**config.mk**
```make
export PLATFORM = sky130hd
export DESIGN_NAME = pll_ctrl
export DESIGN_NICKNAME = d
export VERILOG_FILES = /design/src/rtl/pll_ctrl.sv
export SDC_FILE = /design/constraint.sdc
export NUM_CORES = 1
export LEC_CHECK = 0
export ABC_AREA = 1
export BUFFER_PORTS_ARGS = -buffer_cell sky130_fd_sc_hd__buf_2
export CAP_MARGIN = 15
export CORE_ASPECT_RATIO = 0.6
export CORE_MARGIN = 2
export CORE_UTILIZATION = 40
export CTS_CLUSTER_DIAMETER = 60
export CTS_CLUSTER_SIZE = 10
export DETAILED_ROUTE_END_ITERATION = 10
export PLACE_DENSITY = 0.7
export SLEW_MARGIN = 15
export SYNTH_ARGS = -nofsm -noshare
export SYNTH_HDL_FRONTEND = slang
export SYNTH_SLANG_ARGS = --single-unit
```
**constraint.sdc**
```tcl
create_clock -name clk_i -period 1.7 [get_ports clk_i]
set_input_delay 0.34 -clock clk_i [delete_from_list [all_inputs] [get_ports clk_i]]
set_output_delay 0.34 -clock clk_i [all_outputs]
set_load 0.005 [all_outputs]
```
**src/rtl/pll_ctrl.sv**
```systemverilog
// PLL control sequencer: takes divisor-change requests, steps the PLL through
// bypass/settle/lock phases and flags when the PLL output clock is safe to use.
module pll_ctrl #(
   parameter int REF_DEV_WIDTH = 4,
   parameter int FB_DIV_WIDTH  = 8,
   parameter int RST_REFDIV    = 1,
   parameter int RST_FBDIV     = 1,
   parameter int SWITCH_CYCLES = 4,
   parameter int SETTLE_CYCLES = 16,
   parameter int LOCK_TIMEOUT  = 4096
) (
   input  logic                     clk_i,
   input  logic                     arst_ni,
   input  logic                     req_valid_i,
   output logic                     req_ready_o,
   input  logic [REF_DEV_WIDTH-1:0] req_refdiv_i,
   input  logic [FB_DIV_WIDTH-1:0]  req_fbdiv_i,
   output logic [REF_DEV_WIDTH-1:0] refdiv_o,
   output logic [FB_DIV_WIDTH-1:0]  fbdiv_o,
   input  logic                     pll_locked_i,
   output logic                     use_pll_o,
   output logic                     busy_o,
   output logic                     done_o,
   output logic                     err_o,
   output logic                     lock_lost_o
);

   localparam int MAX_AB  = (SWITCH_CYCLES > SETTLE_CYCLES) ? SWITCH_CYCLES : SETTLE_CYCLES;
   localparam int MAX_CYC = (MAX_AB > LOCK_TIMEOUT) ? MAX_AB : LOCK_TIMEOUT;
   localparam int CNT_W   = $clog2(MAX_CYC + 1);

   localparam logic [CNT_W-1:0] CNT_MAX   = CNT_W'(MAX_CYC);
   localparam logic [CNT_W-1:0] SW_LAST   = CNT_W'(SWITCH_CYCLES - 1);
   localparam logic [CNT_W-1:0] ST_LAST   = CNT_W'(SETTLE_CYCLES - 1);
   localparam logic [CNT_W-1:0] TO_LAST   = CNT_W'(LOCK_TIMEOUT - 1);
   localparam logic [CNT_W-1:0] CNT_ZERO  = CNT_W'(0);
   localparam logic [CNT_W-1:0] CNT_ONE   = CNT_W'(1);

   typedef enum logic [2:0] {
      ST_IDLE      = 3'd0,
      ST_BYPASS    = 3'd1,
      ST_SETTLE    = 3'd2,
      ST_WAIT_LOCK = 3'd3,
      ST_LOCKED    = 3'd4,
      ST_FAIL      = 3'd5
   } state_e;

   state_e                   state_q, state_d;
   logic [CNT_W-1:0]         cnt_q, cnt_d;
   logic                     sync1_q, lock_q;
   logic [REF_DEV_WIDTH-1:0] pend_ref_q, pend_ref_d, refdiv_q, refdiv_d;
   logic [FB_DIV_WIDTH-1:0]  pend_fb_q, pend_fb_d, fbdiv_q, fbdiv_d;
   logic                     use_pll_q, use_pll_d;
   logic                     busy_q, busy_d;
   logic                     done_q, done_d;
   logic                     err_q, err_d;
   logic                     lost_q, lost_d;
   logic                     accept_s;

   assign req_ready_o = (state_q == ST_IDLE) || (state_q == ST_LOCKED) || (state_q == ST_FAIL);
   assign accept_s    = req_valid_i & req_ready_o;

   assign refdiv_o    = refdiv_q;
   assign fbdiv_o     = fbdiv_q;
   assign use_pll_o   = use_pll_q;
   assign busy_o      = busy_q;
   assign done_o      = done_q;
   assign err_o       = err_q;
   assign lock_lost_o = lost_q;

   // Two-flop synchronizer for the asynchronous PLL lock indication
   always_ff @(posedge clk_i or negedge arst_ni) begin
      if (!arst_ni) begin
         sync1_q <= 1'b0;
         lock_q  <= 1'b0;
      end else begin
         sync1_q <= pll_locked_i;
         lock_q  <= sync1_q;
      end
   end

   // Next-state, divisor and registered-output decode
   always_comb begin
      state_d    = state_q;
      pend_ref_d = pend_ref_q;
      pend_fb_d  = pend_fb_q;
      refdiv_d   = refdiv_q;
      fbdiv_d    = fbdiv_q;
      lost_d     = 1'b0;
      cnt_d      = cnt_q;

      case (state_q)
         ST_IDLE, ST_FAIL: begin
            if (accept_s) state_d = ST_BYPASS;
            else          state_d = state_q;
         end
         ST_BYPASS: begin
            if (cnt_q == SW_LAST) begin
               state_d  = ST_SETTLE;
               refdiv_d = pend_ref_q;
               fbdiv_d  = pend_fb_q;
            end else begin
               state_d  = ST_BYPASS;
            end
         end
         ST_SETTLE: begin
            if (cnt_q == ST_LAST) state_d = ST_WAIT_LOCK;
            else                  state_d = ST_SETTLE;
         end
         ST_WAIT_LOCK: begin
            if (lock_q)                 state_d = ST_LOCKED;
            else if (cnt_q == TO_LAST)  state_d = ST_FAIL;
            else                        state_d = ST_WAIT_LOCK;
         end
         ST_LOCKED: begin
            // A request takes priority over a simultaneous lock drop
            if (accept_s) begin
               state_d = ST_BYPASS;
            end else if (!lock_q) begin
               state_d = ST_WAIT_LOCK;
               lost_d  = 1'b1;
            end else begin
               state_d = ST_LOCKED;
            end
         end
         default: state_d = ST_IDLE;
      endcase

      if (accept_s) begin
         pend_ref_d = req_refdiv_i;
         pend_fb_d  = req_fbdiv_i;
      end else begin
         pend_ref_d = pend_ref_q;
         pend_fb_d  = pend_fb_q;
      end

      if (state_d != state_q)   cnt_d = CNT_ZERO;
      else if (cnt_q != CNT_MAX) cnt_d = cnt_q + CNT_ONE;
      else                       cnt_d = cnt_q;

      use_pll_d = (state_d == ST_LOCKED);
      busy_d    = (state_d == ST_BYPASS) || (state_d == ST_SETTLE) || (state_d == ST_WAIT_LOCK);
      done_d    = (state_d == ST_LOCKED) && (state_q != ST_LOCKED);
      err_d     = (state_d == ST_FAIL) && (state_q != ST_FAIL);
   end

   // State, counter, divisor and status registers
   always_ff @(posedge clk_i or negedge arst_ni) begin
      if (!arst_ni) begin
         state_q    <= ST_IDLE;
         cnt_q      <= CNT_ZERO;
         pend_ref_q <= REF_DEV_WIDTH'(RST_REFDIV);
         pend_fb_q  <= FB_DIV_WIDTH'(RST_FBDIV);
         refdiv_q   <= REF_DEV_WIDTH'(RST_REFDIV);
         fbdiv_q    <= FB_DIV_WIDTH'(RST_FBDIV);
         use_pll_q  <= 1'b0;
         busy_q     <= 1'b0;
         done_q     <= 1'b0;
         err_q      <= 1'b0;
         lost_q     <= 1'b0;
      end else begin
         state_q    <= state_d;
         cnt_q      <= cnt_d;
         pend_ref_q <= pend_ref_d;
         pend_fb_q  <= pend_fb_d;
         refdiv_q   <= refdiv_d;
         fbdiv_q    <= fbdiv_d;
         use_pll_q  <= use_pll_d;
         busy_q     <= busy_d;
         done_q     <= done_d;
         err_q      <= err_d;
         lost_q     <= lost_d;
      end
   end

endmodule
```
==> results.toml, run 1 <==
[final_layout]
fin_nets = 326
synthToLayoutAreaGrowth_pct = 33.7
diodes = 0
n_fill_cell = 457
fin_cells = 375
finish.utilization = 0.571
drive_gt1_frac = 0.466
final_area_sq_um = 2970

[routing]
antenna_left = 0
drtIter0Drc = 79
top_layer = "met4"
route.met3.wl_microns = 213
drtPass1Iterations = 4
routedWlPerCell_microns = 13.2
wl_met1_mm = 2.44
met2_length_mm = 2.26
vias = 1783
routed_wl_mm = 4.94
drc_errors = 0
viasPerCell = 4.75

[timing]
finalSetupViolations = 9
min_period_ns = 1.73
slew_violations = 0
worst_slew_pin_slew_ns = 0.286
final_hold_viol_count = 0
layout_setup_ws_ns = -0.0273
grt_setup_unrepaired = "yes"
slew_headroom = 0.808
finalCritPeriodShare = 1.02
max_freq_mhz = 579
clock_skew_ns = 0.00411

[global_route]
grt_max_degree = 48
grt_pass1_wl_mm = 6.92
first_global_vias = 1428
overflow = 0
antenna_found_initial = 0
grt_usage = 0.149

[critical_path]
endpoint_kind = "flop"
r2r_setup_slack_ns = -0.03
crit_fanout = 6
arrival_ns = 1.96
required_ns = 1.94
cp-start-kind = "flop"
path_class = "reg2reg"

[synth]
synth-seq-area-share = 0.531
synth.distinct_cells = 32
netlist_area_sq_um = 2220
yosysWarnings = 0
async_flop_share = 1.00
synth_edf_count = 0
syn_inst = 241
ys_ff_latch = 47
syn_nets = 259
synth_area_per_cell_sq_um = 9.23
synthFlopType = "dfrtp_1"

[clock_network]
tritoncts = "done"
path_clk_slew_ns = 0.09
hold_buffers = 0
clock-sinks = 47
clk_path_buf_depth = 2
ctsRootBufferMaster = "clkbuf_8"
insertion_delay_ns = 0.30
htreeDepth = 2
cts_buffers = 5

[place]
routabilityCongestion = 0.897
dpl-instance-area_sq_um = 2580
portBuffers = 33
dp_hpwl_mm = 3.17
dp.cells = 350

[min_path]
hold_path_class = "in2async"

[outcome]
status = "finished with violations"
violations = "setup timing"

[floorplan]
initial_core_util = 0.427
fp.dieH_microns = 61.8
dieArea_sq_um = 6190
ioPinCount = 34
die_x_microns = 100
rows = 20
core_sq_um = 5200

[flow_run]
cap_violations = 0

[power]
pwr_density_cell_nw_per_um2 = 1560
power.share.combinational = 0.489
p_leak_nw = 1.48
irDropWorstVdd_uv = 578
seq_power_share = 0.360
power.switching_w = 0.00178
pwr-share-clk = 0.151
swShare = 0.383
p_int_w = 0.00286
==> cell usage in the layout (no fill, tap or decap) <==
cell type,instances
a21oi_1,12
clkbuf_8,6
dfstp_2,4
nand3_4,2
a21oi_4,2
clkinv_2,1
dfrtp_1,40
or3_4,1
nand3_1,7
buf_12,3
inv_2,6
nor3_2,2
xor2_1,8
clkbuf_1,1
nand2_1,28
o211ai_1,2
nor2_2,15
ha_4,1
a21boi_0,1
buf_4,29
nand4_2,1
nor3_4,3
nand4_1,1
o21ai_1,2
nand3_2,5
nand2_2,15
dfrtp_2,3
o21ai_0,12
clkbuf_16,1
xnor2_1,2
nand2_4,1
buf_2,34
a31oi_1,1
inv_1,28
nor2_4,9
nor2_1,19
ha_1,1
==> cell type report <==
class                           count  area (sq um)  share of cell area
Clock buffer                        7          86.3              0.0291
Clock inverter                      1          5.00             0.00168
Inverter                           34           128              0.0429
Multi-Input combinational cell    153          1010               0.341
Sequential cell                    47          1180               0.399
Tap cell                           66          82.6              0.0278
Timing Repair Buffer               67           473               0.159
==> cells in the mapped netlist, types with 4 or more instances <==
master / instances / area share
a21oi_1: 12 / 0.027
clkbuf_1: 4 / 0.0068
dfrtp_1: 43 / 0.48
dfstp_2: 4 / 0.047
inv_1: 29 / 0.049
inv_2: 5 / 0.0084
nand2_1: 38 / 0.064
nand2_2: 5 / 0.014
nand3_1: 10 / 0.023
nor2_1: 27 / 0.046
nor2_2: 13 / 0.037
o21ai_0: 13 / 0.029
xor2_1: 8 / 0.032
==> per-layer routing <==
layer,vias up,GRT usage
met3,4,0.0336
li1,879,-
met4,0,0.0470
met5,-,0
met2,40,0.211
met1,860,0.229
==> sequential cells by signal, summed over array words and instances, names as in the netlist <==
signal / flops
state_q: 3
lock_q: 1
lock_lost_o: 1
sync1_q: 1
pend_ref_q: 4
done_o: 1
cnt_q: 13
refdiv_o: 4
use_pll_o: 1
pend_fb_q: 8
busy_o: 1
err_o: 1
fbdiv_o: 8
==> power by group through the flow <==
stage / logic (W) / registers, W / clock network [W]
after floorplan: 0.00113 / 0.00166 / 0
after global placement: 0.00169 / 0.00167 / 0
after detailed placement: 0.00172 / 0.00169 / 0
after CTS: 0.00174 / 0.00168 / 0.000704
after global routing: 0.00248 / 0.00171 / 0.000751
final: 0.00227 / 0.00167 / 0.000698
==> stage by stage <==
stage               setup TNS, ns  power (W)  hold slack [ns]  setup WS (ns)
floorplan                       0    0.00278           0.0444         0.0618
global placement            -2.42    0.00336            0.346         -0.173
detailed placement          -1.98    0.00341            0.346         -0.158
CTS                             0    0.00412           0.0238        0.00664
global route                -1.42    0.00493           0.0275         -0.130
finish                     -0.129    0.00463          0.00754        -0.0273
==> cells by family after synthesis <==
group,Yosys count,share of synthesized area
xor+xnor,10,0.0394
compound gates,32,0.0861
simple gates,109,0.254
flops,47,0.531
fa+ha+maj,2,0.0113
buf+inv,41,0.0777
==> what timing repair did <==
item | 4_1_cts | 5_1_grt
setup endpoints to repair | 17 | 15
gates resized for setup | 4 | 37
gates cloned | 0 | 1
pin swaps | 1 | 14
buffers inserted | 1 | 15
==> final timing paths <==
check / from / to / cells past startpoint
max in group asynchronous: arst_ni / fbdiv_o[0] / 2
hold / removal: arst_ni / cnt_q[11] / 2
setup / recovery: cnt_q[0] / cnt_q[5] / 12
min in group clk_i: pll_locked_i / sync1_q / 1
hold reg to reg: sync1_q / lock_q / 0
setup reg to reg: cnt_q[0] / cnt_q[5] / 12
==> critical path, cell delays in order (launching register included) <==
cell,delay [ns]
dfrtp_1,0.44
ha_4,0.20
nand2_2,0.07
nor2_4,0.11
nand2_2,0.06
nand2_2,0.08
inv_2,0.05
nor2_4,0.11
nand3_2,0.07
nand2_2,0.10
nand3_4,0.11
clkbuf_16,0.18
nor2_2,0.08
No activity file was read; power rests on OpenSTA's default activity.
==> run 2: changes to the inputs <==
CELL_PAD_IN_SITES_DETAIL_PLACEMENT = 1   (was default)
CELL_PAD_IN_SITES_GLOBAL_PLACEMENT = 1   (was default)
CORE_UTILIZATION = 38   (was 40)
PLACE_DENSITY = 0.82   (was 0.7)
==> results.toml, run 2 (synthesis results as in run 1) <==
[routing]
drtPass1Iterations = 5
routedWlPerCell_microns = 18.1
vias = 1964
met2_length_mm = 3.59
top_layer = "met4"
drc_errors = 0
wl_met1_mm = 3.09
antenna_left = 0
drtIter0Drc = 99
routed_wl_mm = 7.15
route.met3.wl_microns = 256
viasPerCell = 4.97

[floorplan]
initial_core_util = 0.395
fp.dieH_microns = 63.3
die_x_microns = 103
ioPinCount = 34
core_sq_um = 5620
rows = 21
dieArea_sq_um = 6500

[timing]
finalCritPeriodShare = 1.10
slew_violations = 0
layout_setup_ws_ns = -0.162
hold_slack_ns = 0.00178
final_hold_viol_count = 0
grt_setup_unrepaired = "yes"
finalSetupViolations = 13
slew_headroom = 0.745
min_period_ns = 1.86
worst_slew_pin_slew_ns = 0.379
max_freq_mhz = 537
clock_skew_ns = 0.00873

[final_layout]
drive_gt1_frac = 0.505
diodes = 0
largest_reg_flops = 13
synthToLayoutAreaGrowth_pct = 40.1
fin_cells = 395
finish.utilization = 0.554
most-common-layout-cells = "dfrtp_1 (38), buf_4 (35), buf_2 (33)"
final_common_cell = "dfrtp_1"
regMostFlops = "cnt_q"
fin_nets = 332

[place]
dp.cells = 363
dp_hpwl_mm = 3.87
portBuffers = 33
pre_cts_ws_ns = -0.0205
routabilityCongestion = 0.862

[global_route]
antenna_found_initial = 0
grt_max_degree = 48
first_global_vias = 1836
grt_usage = 0.180
overflow = 0
grt_pass1_wl_mm = 9.02

[clock_network]
ctsRootBufferMaster = "clkbuf_8"
clock-sinks = 47
cts_buffers = 5
htreeDepth = 2
insertion_delay_ns = 0.30
hold_buffers = 0
clk_path_buf_depth = 2
tritoncts = "done"
path_clk_slew_ns = 0.09

[power]
irDropWorstVdd_uv = 574
pwr_density_cell_nw_per_um2 = 1600
p_leak_nw = 1.53

[outcome]
violations = "setup timing"
status = "finished with violations"

[critical_path]
path_class = "reg2reg"
crit_fanout = 6
cp-start-kind = "flop"
required_ns = 1.93
r2r_setup_slack_ns = -0.16
endpoint_kind = "flop"
arrival_ns = 2.09

[min_path]
hold_path_class = "in2async"

[flow_run]
cap_violations = 0
==> run 2: repair_timing <==
action                                 CTS  global route
pin swaps                                1            22
gates cloned                             0             1
resized for setup                        5            59
setup endpoints to repair               13            19
endpoints found under the hold margin    0             0
buffers inserted                         4            19
==> run 2: path summary, 6_finish.rpt <==
path / from / to / cells past startpoint
max in group asynchronous: arst_ni / fbdiv_o[0] / 2
setup reg to reg: cnt_q[7] / cnt_q[5] / 12
hold reg to reg: sync1_q / lock_q / 0
hold / removal: arst_ni / lock_lost_o / 2
setup / recovery: cnt_q[7] / cnt_q[5] / 12
min in group clk_i: pll_locked_i / sync1_q / 1
==> run 2: final cells by class <==
cell class	count	area (sq um)
Sequential cell	47	1190
Timing Repair Buffer	73	515
Inverter	34	133
Clock buffer	7	86.3
Multi-Input combinational cell	153	1090
Clock inverter	1	5.00
Tap cell	80	100
Fill cell	657	2510
==> run 2: worst max-delay path, cell delays in order, from the launching register on <==
cell and delay [ns]:
dfrtp_1 0.41, nor2_1 0.17, nand2_2 0.13, nor2_2 0.16
nand2_1 0.09, nand2_2 0.10, inv_2 0.05, nor2_4 0.10
nand3_2 0.09, nand2_2 0.09, nand3_4 0.12, clkbuf_16 0.19
nor2_2 0.10
==> run 2: power breakdown <==
part           switching (W)  internal, W
clock               0.000380     0.000329
combinational        0.00145      0.00111
sequential          0.000230      0.00149
==> run 2: per-layer routing <==
metal,up-vias,global-route usage
met5,-,0
met4,0,0.0510
met3,19,0.0311
met2,52,0.280
met1,996,0.258
li1,897,-
==> run 2: through the flow <==
step                TNS [ns]  instance area (sq um)  total power [W]
floorplan                  0                   2220          0.00278
global placement           0                   2590          0.00337
detailed placement   -0.0551                   2590          0.00346
CTS                        0                   2720          0.00419
global route           -2.89                   3110          0.00534
finish                 -1.68                   3110          0.00499
